===== config.mk =====
export PLATFORM = sky130hd
export DESIGN_NAME = label_sram_arbiter
export DESIGN_NICKNAME = d
export VERILOG_FILES = /design/src/rtl/label_sram_pkg.sv /design/src/rtl/label_sram_grant.sv /design/src/rtl/label_sram_arbiter.sv
export SDC_FILE = /design/constraint.sdc
export NUM_CORES = 1
export LEC_CHECK = 0
export ABC_AREA = 1
export CAP_MARGIN = 5
export CORE_UTILIZATION = 30
export DETAILED_ROUTE_END_ITERATION = 8
export GPL_ROUTABILITY_DRIVEN = 0
export HOLD_SLACK_MARGIN = 0.08
export SLEW_MARGIN = 30
export SYNTH_ARGS = -nofsm -noshare
export SYNTH_HDL_FRONTEND = slang
export SYNTH_HIERARCHICAL = 1
export SYNTH_SLANG_ARGS = --single-unit

===== constraint.sdc =====
create_clock -name clk -period 3.8 [get_ports clk]
set_input_delay 0.76 -clock clk [delete_from_list [all_inputs] [get_ports clk]]
set_output_delay 0.76 -clock clk [all_outputs]
set_load 0.01 [all_outputs]

===== src/rtl/label_sram_pkg.sv =====
// label_sram_pkg: default widths, FSM states and read-owner tags shared by label_sram_arbiter.
package label_sram_pkg;
    localparam int ADDR_W_DEF = 10;
    localparam int DATA_W_DEF = 8;
    typedef enum logic [1:0] {IDLE, SERVE, CLEAR} state_t;
    typedef enum logic [1:0] {TAG_NONE, TAG_ENG, TAG_HOST} tag_t;
endpackage


===== src/rtl/label_sram_grant.sv =====
// label_sram_grant: engine-priority grant with a saturating host starvation counter.
module label_sram_grant #(
    parameter int MAX_WAIT = 8
) (
    input  logic clk,
    input  logic reset,
    input  logic block,
    input  logic e_req,
    input  logic h_req,
    output logic e_gnt,
    output logic h_gnt
);
    logic [7:0] wait_cnt;
    always_comb begin
        h_gnt = reset && !block && h_req && (!e_req || wait_cnt == 8'(MAX_WAIT));
        e_gnt = reset && !block && e_req && !h_gnt;
    end
    always_ff @(posedge clk or negedge reset) begin
        if (!reset)
            wait_cnt <= '0;
        else if (h_gnt)
            wait_cnt <= '0;
        else if (h_req && wait_cnt != 8'(MAX_WAIT))
            wait_cnt <= wait_cnt + 8'd1;
    end
endmodule


===== src/rtl/label_sram_arbiter.sv =====
// label_sram_arbiter: engine/host SRAM arbiter with tagged read return; LABEL_SRAM_CLEAR_EN adds a zero-fill CLEAR mode.
module label_sram_arbiter
    import label_sram_pkg::*;
#(
    parameter int ADDR_W   = ADDR_W_DEF,
    parameter int DATA_W   = DATA_W_DEF,
    parameter int MAX_WAIT = 8
) (
    input  logic              clk,
    input  logic              reset,
    input  logic              e_req,
    input  logic              e_wen,
    input  logic [ADDR_W-1:0] e_a,
    input  logic [DATA_W-1:0] e_d,
    output logic              e_gnt,
    output logic              e_rvalid,
    output logic [DATA_W-1:0] e_q,
    input  logic              h_req,
    input  logic              h_wen,
    input  logic [ADDR_W-1:0] h_a,
    input  logic [DATA_W-1:0] h_d,
    output logic              h_gnt,
    output logic              h_rvalid,
    output logic [DATA_W-1:0] h_q,
    output logic [ADDR_W-1:0] sram_a,
    output logic [DATA_W-1:0] sram_d,
    output logic              sram_wen,
    input  logic [DATA_W-1:0] sram_q,
    input  logic              clr_start,
    output logic              clr_busy,
    output logic              clr_done
);
    state_t state;
    tag_t   tag0, tag1;
    logic   block;
`ifdef LABEL_SRAM_CLEAR_EN
    logic [ADDR_W-1:0] clr_cnt;
    logic              clr_go;
    assign clr_go   = clr_start && state != CLEAR;
    assign block    = clr_go || state == CLEAR;
    assign clr_busy = state == CLEAR;
    always_ff @(posedge clk or negedge reset) begin
        if (!reset) begin
            clr_cnt  <= '0;
            clr_done <= 1'b0;
        end else begin
            clr_done <= state == CLEAR && &clr_cnt;
            if (clr_go)
                clr_cnt <= '0;
            else if (state == CLEAR && !(&clr_cnt))
                clr_cnt <= clr_cnt + ADDR_W'(1);
        end
    end
`else
    logic unused_ok;
    assign unused_ok = clr_start | (state == SERVE);
    assign block     = 1'b0;
    assign clr_busy  = 1'b0;
    assign clr_done  = 1'b0;
`endif
    label_sram_grant #(.MAX_WAIT(MAX_WAIT)) u_grant (
        .clk   (clk),
        .reset (reset),
        .block (block),
        .e_req (e_req),
        .h_req (h_req),
        .e_gnt (e_gnt),
        .h_gnt (h_gnt)
    );
    // Read data is returned to whoever tag1 names; tag0 marks the cycle sram_q is valid.
    assign e_rvalid = tag1 == TAG_ENG;
    assign h_rvalid = tag1 == TAG_HOST;
    always_ff @(posedge clk or negedge reset) begin
        if (!reset) begin
            state    <= IDLE;
            sram_a   <= '0;
            sram_d   <= '0;
            sram_wen <= 1'b1;
            tag0     <= TAG_NONE;
            tag1     <= TAG_NONE;
            e_q      <= '0;
            h_q      <= '0;
        end else begin
            tag0     <= (e_gnt && e_wen) ? TAG_ENG : (h_gnt && h_wen) ? TAG_HOST : TAG_NONE;
            tag1     <= tag0;
            sram_wen <= e_gnt ? e_wen : h_gnt ? h_wen : 1'b1;
            state    <= (e_req || h_req) ? SERVE : IDLE;
            if (tag0 == TAG_ENG)
                e_q <= sram_q;
            if (tag0 == TAG_HOST)
                h_q <= sram_q;
            if (e_gnt || h_gnt) begin
                sram_a <= e_gnt ? e_a : h_a;
                sram_d <= e_gnt ? e_d : h_d;
            end
`ifdef LABEL_SRAM_CLEAR_EN
            if (clr_go)
                state <= CLEAR;
            if (state == CLEAR) begin
                sram_a   <= clr_cnt;
                sram_d   <= '0;
                sram_wen <= 1'b0;
                state    <= &clr_cnt ? IDLE : CLEAR;
            end
`endif
        end
    end
endmodule


* Word level (Yosys, flattened, before mapping)
Cells that the tools add are included.
Storage, ports and cells: register bits after elaboration 47, word-level logic and storage cells 35
Operators by class: reduce and logical (&&, ||, !) cells 12, add/subtract/negate cells 1, mux-type cells 8, equality and inequality tests 6
Operators by type and width (count):
- $mux 8 | 3
- $mux 10 | 1
- $add 8x1->8 const B | 1
- $eq 8x4->1 const B | 1
- $ne 8x4->1 const B | 1
- $logic_and 1x1->1 | 7
- $eq 2x1->1 const B | 2
- $eq 2x2->1 const B | 2
- $mux 2 | 2
- $logic_not 1->1 | 2
- $logic_or 1x1->1 | 2
- $mux 1 | 2
- $reduce_bool 2->1 | 1

* Depth between registers and ports, before layout
Gate-level depths: netlist of run 1.
word-level depth 7, depth in mapped cells 11

* Modules after synthesis
Netlist of run 1, hierarchy kept.
By module, submodules not included:
- label_sram_arbiter | times used 1, area an instance 1660.3 sq um, cells an instance 186
- label_sram_grant | times used 1, area an instance 585.6 sq um, cells an instance 85

* Worst setup path before layout of run 1
No wires, ideal clock.
path kind in2out, start in h_req, end out e_gnt, setup slack 1.516 ns, data arrival time 1.524 ns, cell stages on the path 5, data required time 3.040 ns, cells stage by stage nand3_1 -> inv_1 -> nand2_2 -> inv_1 -> nor2_1
On the way: word-level cells in the longest chain between the ends 4
RTL lines:
- start, declared | line label_sram_arbiter.sv:18 | input logic h_req,
- $logic_and 1x1->1 (2 in a row) | line label_sram_grant.sv:15 | h_gnt = reset && !block && h_req && (!e_req || wait_cnt == 8'(MAX_WAIT));
- via h_gnt | line label_sram_arbiter.sv:22 | output logic h_gnt,
- $logic_not 1->1 | line label_sram_grant.sv:16 | e_gnt = reset && !block && e_req && !h_gnt;
- $logic_and 1x1->1 | line label_sram_grant.sv:16
- end, declared | line label_sram_arbiter.sv:15 | output logic e_gnt,
The timed path passes the listed nets, and every way through them passes these cells.

* Worst setup path in the final report of run 1
start in h_req, end out e_gnt
On the way: word-level cells in the longest chain between the ends 4
RTL lines (line):
- $logic_and 1x1->1 (2 in a row) | label_sram_grant.sv:15
- $logic_not 1->1 | label_sram_grant.sv:16
- $logic_and 1x1->1 | label_sram_grant.sv:16
No other way between the ends.

==> results of run 1 <==
-- synthesized netlist by cell type, types with 2 or more instances --
master                      n
sky130_fd_sc_hd__nand2_1  105
sky130_fd_sc_hd__nand3_1   54
sky130_fd_sc_hd__dfrtp_1   46
sky130_fd_sc_hd__inv_1     18
sky130_fd_sc_hd__nor2_1    15
sky130_fd_sc_hd__buf_6      6
sky130_fd_sc_hd__nand3_2    3
sky130_fd_sc_hd__nor2_2     3
sky130_fd_sc_hd__xor2_1     3
sky130_fd_sc_hd__buf_4      2
sky130_fd_sc_hd__buf_8      2
sky130_fd_sc_hd__ha_1       2
sky130_fd_sc_hd__nand2_2    2
sky130_fd_sc_hd__nor3_1     2
-- sequential cells by signal (all words and copies together), names as in the netlist --
register	count
sram_a	10
e_q	8
h_q	8
sram_d	8
u_grant/wait_cnt	8
tag0	2
tag1	2
sram_wen	1
-- logic make-up after synthesis --
| family | count (synthesis) | share of synthesized area [%] |
|---|---|---|
| AO/OA/AOI/OAI | 3 | 0.835 |
| AND/OR/NAND/NOR | 186 | 36.1 |
| XOR/XNOR | 3 | 1.17 |
| other | 1 | 0.167 |
| adder cells (fa/ha/maj) | 2 | 1.11 |
| buffers and inverters | 29 | 8.19 |
| flip-flops | 47 | 52.4 |
-- cell usage in the layout, fill, tap and decap left out, types with 3 or more instances in the layout --
cell type,n
sky130_fd_sc_hd__clkdlybuf4s50_1,87
sky130_fd_sc_hd__nand2_1,105
sky130_fd_sc_hd__dfrtp_1,46
sky130_fd_sc_hd__nand3_2,3
sky130_fd_sc_hd__buf_4,3
sky130_fd_sc_hd__clkbuf_8,5
sky130_fd_sc_hd__nor2_1,14
sky130_fd_sc_hd__nand3_1,54
sky130_fd_sc_hd__inv_1,18
sky130_fd_sc_hd__xor2_1,3
sky130_fd_sc_hd__nor2_2,4
sky130_fd_sc_hd__conb_1,3
-- worst register-to-register path: cells and delay by family, from the launching register on --
family / cells / cell delay [ps]
compound gates: 1 / 180
buf+inv: 3 / 480
fa+ha+maj: 1 / 170
simple gates: 6 / 990
flops: 1 / 410
-- worst paths after layout --
kind / start / cells after the start / slack, ps / end
max in group asynchronous: reset / 2 / 2830 / tag1[0]
min reg2reg: tag0[1] / 0 / 450 / tag1[1]
max: h_req / 7 / 680 / e_gnt
min in group asynchronous: reset / 2 / 570 / sram_d[7]
min: tag0[1] / 0 / 450 / tag1[1]
max reg2reg: u_grant/wait_cnt[0] / 11 / 1510 / sram_a[9]
-- metal layers --
layer  share of wire (%)  up-vias
li1                    -     1032
met1                  44      871
met2                  48       61
met3                 7.7        4
met4                0.47        0
met5                   0        -
-- where the power goes --
| group | total [mW] | internal, mW | switching, mW |
|---|---|---|---|
| clock network | 0.445 | 0.267 | 0.178 |
| registers | 0.681 | 0.607 | 0.0743 |
| logic | 0.477 | 0.268 | 0.209 |
| total | 1.60 | 1.14 | 0.462 |
-- area by class of cell --
cell class                 instances  share of cell area (%)
sequential                        47                    35.6
timing repair buffer              91                    27.2
clock inverter                     3                    2.16
tap                               99                    3.75
multi-input combinational        197                    27.1
clock buffer                       5                    2.08
inverter                          19                    2.16
-- metrics by stage --
stage / instances / utilization [%] / instance area [sq um] / hold WS, ps / worst slack (ps)
2_1_floorplan: 273 / - / 2250 / 412 / 1520
3_3_place_gp: 453 / 43.6 / 3170 / 435 / 686
3_5_place_dp: 453 / 43.6 / 3170 / 436 / 670
4_1_cts: 461 / 45.6 / 3310 / 458 / 661
5_1_grt: 461 / 45.6 / 3310 / 470 / 565
6_report: 461 / 45.6 / 3310 / 452 / 684
==> results.toml, run 1 <==
[synthesis]
synthCells = 271
synth_largest_area_cell = "sky130_fd_sc_hd__dfrtp_1"
synthesis_stage_register_bit_count = 47
synth.lib_cells_used.distinct = 22
synthTopCellsByArea = "sky130_fd_sc_hd__dfrtp_1 (51%), sky130_fd_sc_hd__nand2_1 (18%), sky130_fd_sc_hd__nand3_1 (12%), sky130_fd_sc_hd__inv_1 (3.0%), sky130_fd_sc_hd__buf_6 (3.0%)"
synth-warning-count = 6
number_of_synthesized_flops_with_an_enable_pin = 0
yosysSeqAreaShare_pct = 52.4
syn_area_cell_sq_um = 8.29
post-synth-top-area-fraction_pct = 51.3
netlist_area_sq_um = 2250
postSynth.asyncResetShare_pct = 100
synth_top_flop_cell = "sky130_fd_sc_hd__dfrtp_1"

[global_routing]
antenna_violations_before_repair = 0
final_global_route_overflow_total = 0
grt_use_met3_pct = 5.32
first_pass_grt_wire_length_um = 9030
top_usage_layer = "met2"
largest_net_degree_at_the_start_of_global_routing = 49
global_route.usage.total_pct = 14.5
first_global_vias = 2053
met2_usage_pct = 24.7
grt.met1_usage_pct = 17.5

[floorplan]
std_cell_rows = 31
design.core.area_sq_um = 7250
boundaryPins = 92
initial_utilization_pct = 31.0
die_area_sq_um = 7840
fp.dieW_um = 88.5
floorplan.die.height_um = 88.5

[cells_and_area]
area_growth_syn_to_layout_pct = 47.2
antenna-diode-count = 0
multiInputGateArea_sq_um = 895
finish.net_count = 414
drive_gt1_share_pct = 6.91
num-fill-cells = 736
layout.area.seq_sq_um = 1180

[clock_tree]
ctsResizeCount = 0
clock_sinks = 47
cts-root-buf = "sky130_fd_sc_hd__clkbuf_8"
max-clock-path-buffers = 2
tritoncts_clock_tree = "done"
worst_setup_hold_path_clk_slew_ps = 100
postCtsSetupBuffers = 0
cts-htree-levels = 2
cts_made_buffers = 5
cts.hold.buffers_added = 0
clock_insertion_delay_worst_skew_ps = 300

[sta]
final.period_utilization_pct = 82.0
hold_fails_final_rpt = 0
rsz0062_at_grt = "false"
setup_tns_after_final_layout_ps = 0
finClkSkew_ps = 11.4
transition_time_at_the_pin_with_the_least_slew_margin_ps = 595
report.final.slew_viol_count = 0
relSlewSlack_pct = 60.3
finalCriticalPeriod_ps = 3120
setup_violating_endpoint_count_in_the_final_report = 0
maxClockFrequency_ghz = 0.321

[drt]
avgRoutedWirePerCell_um = 11.4
finalWirelength_um = 5260
detailedRoute.firstPassIterationCount = 6
detail_route.iter0.violations = 104
remaining_antenna_violation_count = 0
drc_errors = 0
drt-vias-per-instance = 4.27
dr_total_vias = 1968

[setup_path]
critical_path.max_fanout = 15
cp_top_family = "buffers and inverters"
critPathLaunchType = "input port"
end_kind = "primary output"
required_time_at_the_endpoint_of_the_critical_path_ps = 3040
crit_buf_inv = 4
worst_path_largest_cell_delay_ps = 540
criticalPathCategory = "input port to primary output"
timing.critical_path.arrival_ps = 2360
crit_path_cell_trace = "clkdlybuf4s50_1 -> nand3_1 -> inv_1 -> nand2_2 -> inv_1 -> nor2_2 -> clkdlybuf4s50_1"
cell_with_the_biggest_individual_delay_on_the_critical_path = "sky130_fd_sc_hd__clkdlybuf4s50_1"

[job]
drv_cap = 0

[min_path]
timing.hold.worst.class = "register to register"

[placed_design]
post_dp_hpwl_um = 3820
io_buffers = 88

[status]
run_status = "complete, no violations"

[power_and_ir_drop]
peakVddDrop_mv = 0.159
leakage_nw = 1.55
design_power_total_mw = 1.60
power.density_nw_per_um2 = 485
Power figures use the tool's default switching activity.
==> run 2: changes to the inputs <==
==> constraint.sdc (replaced) <==
create_clock -name clk -period 3.26 [get_ports clk]
set_input_delay 0.652 -clock clk [delete_from_list [all_inputs] [get_ports clk]]
set_output_delay 0.652 -clock clk [all_outputs]
set_load 0.01 [all_outputs]
==> run 2 against run 1 <==
  * Core utilization is 0.052 points lower
  * Clock skew down 7.6 ps
  * Sequential cell count stayed put
  * Setup slack worse by 320 ps
  * Sequential power increased by 17%
  * Non-clock buffer count stayed put
  * Sequential share of layout area barely moved
  * Clock power grew 13%
  * Global-route usage is 0.42 points higher
  * Combinational power grew 17%
  * Critical path depth stayed put
  * Via count is 1.6% higher
  * Critical endpoint unchanged
  * Largest power group unchanged
  * Highest routed layer unchanged
==> results.toml, run 2 (synthesis gave the netlist of run 1 again) <==
[clock_tree]
cts-htree-levels = 2
ctsResizeCount = 0
cts-root-buf = "sky130_fd_sc_hd__clkbuf_8"
max-clock-path-buffers = 2
worst_setup_hold_path_clk_slew_ps = 90
cts_made_buffers = 5
tritoncts_clock_tree = "done"
clock_insertion_delay_worst_skew_ps = 300
clock_sinks = 47
postCtsSetupBuffers = 0
cts.hold.buffers_added = 0

[global_routing]
first_global_vias = 2061
final_global_route_overflow_total = 0
first_pass_grt_wire_length_um = 9050
largest_net_degree_at_the_start_of_global_routing = 48
global_route.usage.total_pct = 14.9
antenna_violations_before_repair = 0

[cells_and_area]
layout.area.seq_sq_um = 1180
flip_flop_count_of_the_largest_register_all_copies_and_words_added = 10
area_growth_syn_to_layout_pct = 47.0
antenna-diode-count = 0
num-fill-cells = 741
layout_common_cells = "sky130_fd_sc_hd__nand2_1 (105), sky130_fd_sc_hd__clkdlybuf4s50_1 (87), sky130_fd_sc_hd__nand3_1 (54)"
final_util_pct = 45.5
finish.net_count = 414
multiInputGateArea_sq_um = 895
drive_gt1_share_pct = 6.91
max_flop_register = "sram_a"
layout_commonest_cell = "sky130_fd_sc_hd__nand2_1"

[status]
run_status = "complete, no violations"

[sta]
setup_tns_after_final_layout_ps = 0
final.period_utilization_pct = 88.9
rsz0062_at_grt = "false"
setup_violating_endpoint_count_in_the_final_report = 0
finalCriticalPeriod_ps = 2900
maxClockFrequency_ghz = 0.345
transition_time_at_the_pin_with_the_least_slew_margin_ps = 581
relSlewSlack_pct = 61.3
report.final.slew_viol_count = 0
finClkSkew_ps = 3.83
hold_fails_final_rpt = 0

[setup_path]
required_time_at_the_endpoint_of_the_critical_path_ps = 2610
crit_path_cell_trace = "clkdlybuf4s50_1 -> nand3_1 -> inv_1 -> nand2_2 -> inv_1 -> nor2_2 -> clkdlybuf4s50_1"
criticalPathCategory = "input port to primary output"
critical_path.max_fanout = 15
cell_with_the_biggest_individual_delay_on_the_critical_path = "sky130_fd_sc_hd__clkdlybuf4s50_1"
worst_path_largest_cell_delay_ps = 540
critPathLaunchType = "input port"
end_kind = "primary output"
timing.critical_path.arrival_ps = 2250

[floorplan]
design.core.area_sq_um = 7250
boundaryPins = 92
floorplan.die.height_um = 88.5
die_area_sq_um = 7840
fp.dieW_um = 88.5
std_cell_rows = 31
initial_utilization_pct = 31.0

[drt]
finalWirelength_um = 5310
detail_route.iter0.violations = 56
detailedRoute.firstPassIterationCount = 4
remaining_antenna_violation_count = 0
drc_errors = 0
dr_total_vias = 1999
avgRoutedWirePerCell_um = 11.5
drt-vias-per-instance = 4.34

[power_and_ir_drop]
design_power_total_mw = 1.85
power.density_nw_per_um2 = 562
peakVddDrop_mv = 0.238
leakage_nw = 1.54

[placed_design]
post_dp_hpwl_um = 3870
io_buffers = 88

[job]
drv_cap = 0

[min_path]
timing.hold.worst.class = "register to register"
run 2: cell type report:
class | instances | area share, %
clock inverter | 3 | 2.05
tap | 99 | 3.75
clock buffer | 5 | 2.08
multi-input combinational | 197 | 27.1
sequential | 47 | 35.7
timing repair buffer | 91 | 27.2
inverter | 19 | 2.16
run 2: worst max-delay path: cells and delay by family:
family / cells / cell delay (ps)
and+or+nand+nor: 3 / 430
buffers and inverters: 4 / 1170
run 2: worst paths after layout:
kind	slack (ps)	endpoint	start	cells after the start
worst max-delay path	360	e_gnt	h_req	7
worst min-delay path	450	tag1[0]	tag0[0]	0
worst max register to register	1010	sram_a[8]	u_grant/wait_cnt[0]	11
worst min register to register	450	tag1[0]	tag0[0]	0
max in group asynchronous	2400	h_q[5]	reset	2
min in group asynchronous	480	u_grant/wait_cnt[7]	reset	2
run 2: power breakdown:
group	internal (mW)	switching, mW
Sequential	0.707	0.0878
Combinational	0.313	0.243
Clock	0.306	0.198
run 2: stage by stage:
step	setup slack [ps]	hold WS, ps	std cells	instance area [sq um]
finish	363	451	461	3300
global route	254	480	461	3300
CTS	356	459	461	3300
detailed placement	364	439	453	3170
global placement	365	433	453	3170
floorplan	1150	356	273	2250
run 2: layer usage:
metal / GRT usage, % / up-vias / part of all wire [%]
met5: 0 / - / 0
met4: 3.08 / 0 / 0.81
met3: 6.06 / 4 / 7.0
met2: 25.2 / 55 / 47
met1: 17.9 / 906 / 45
li1: - / 1034 / -
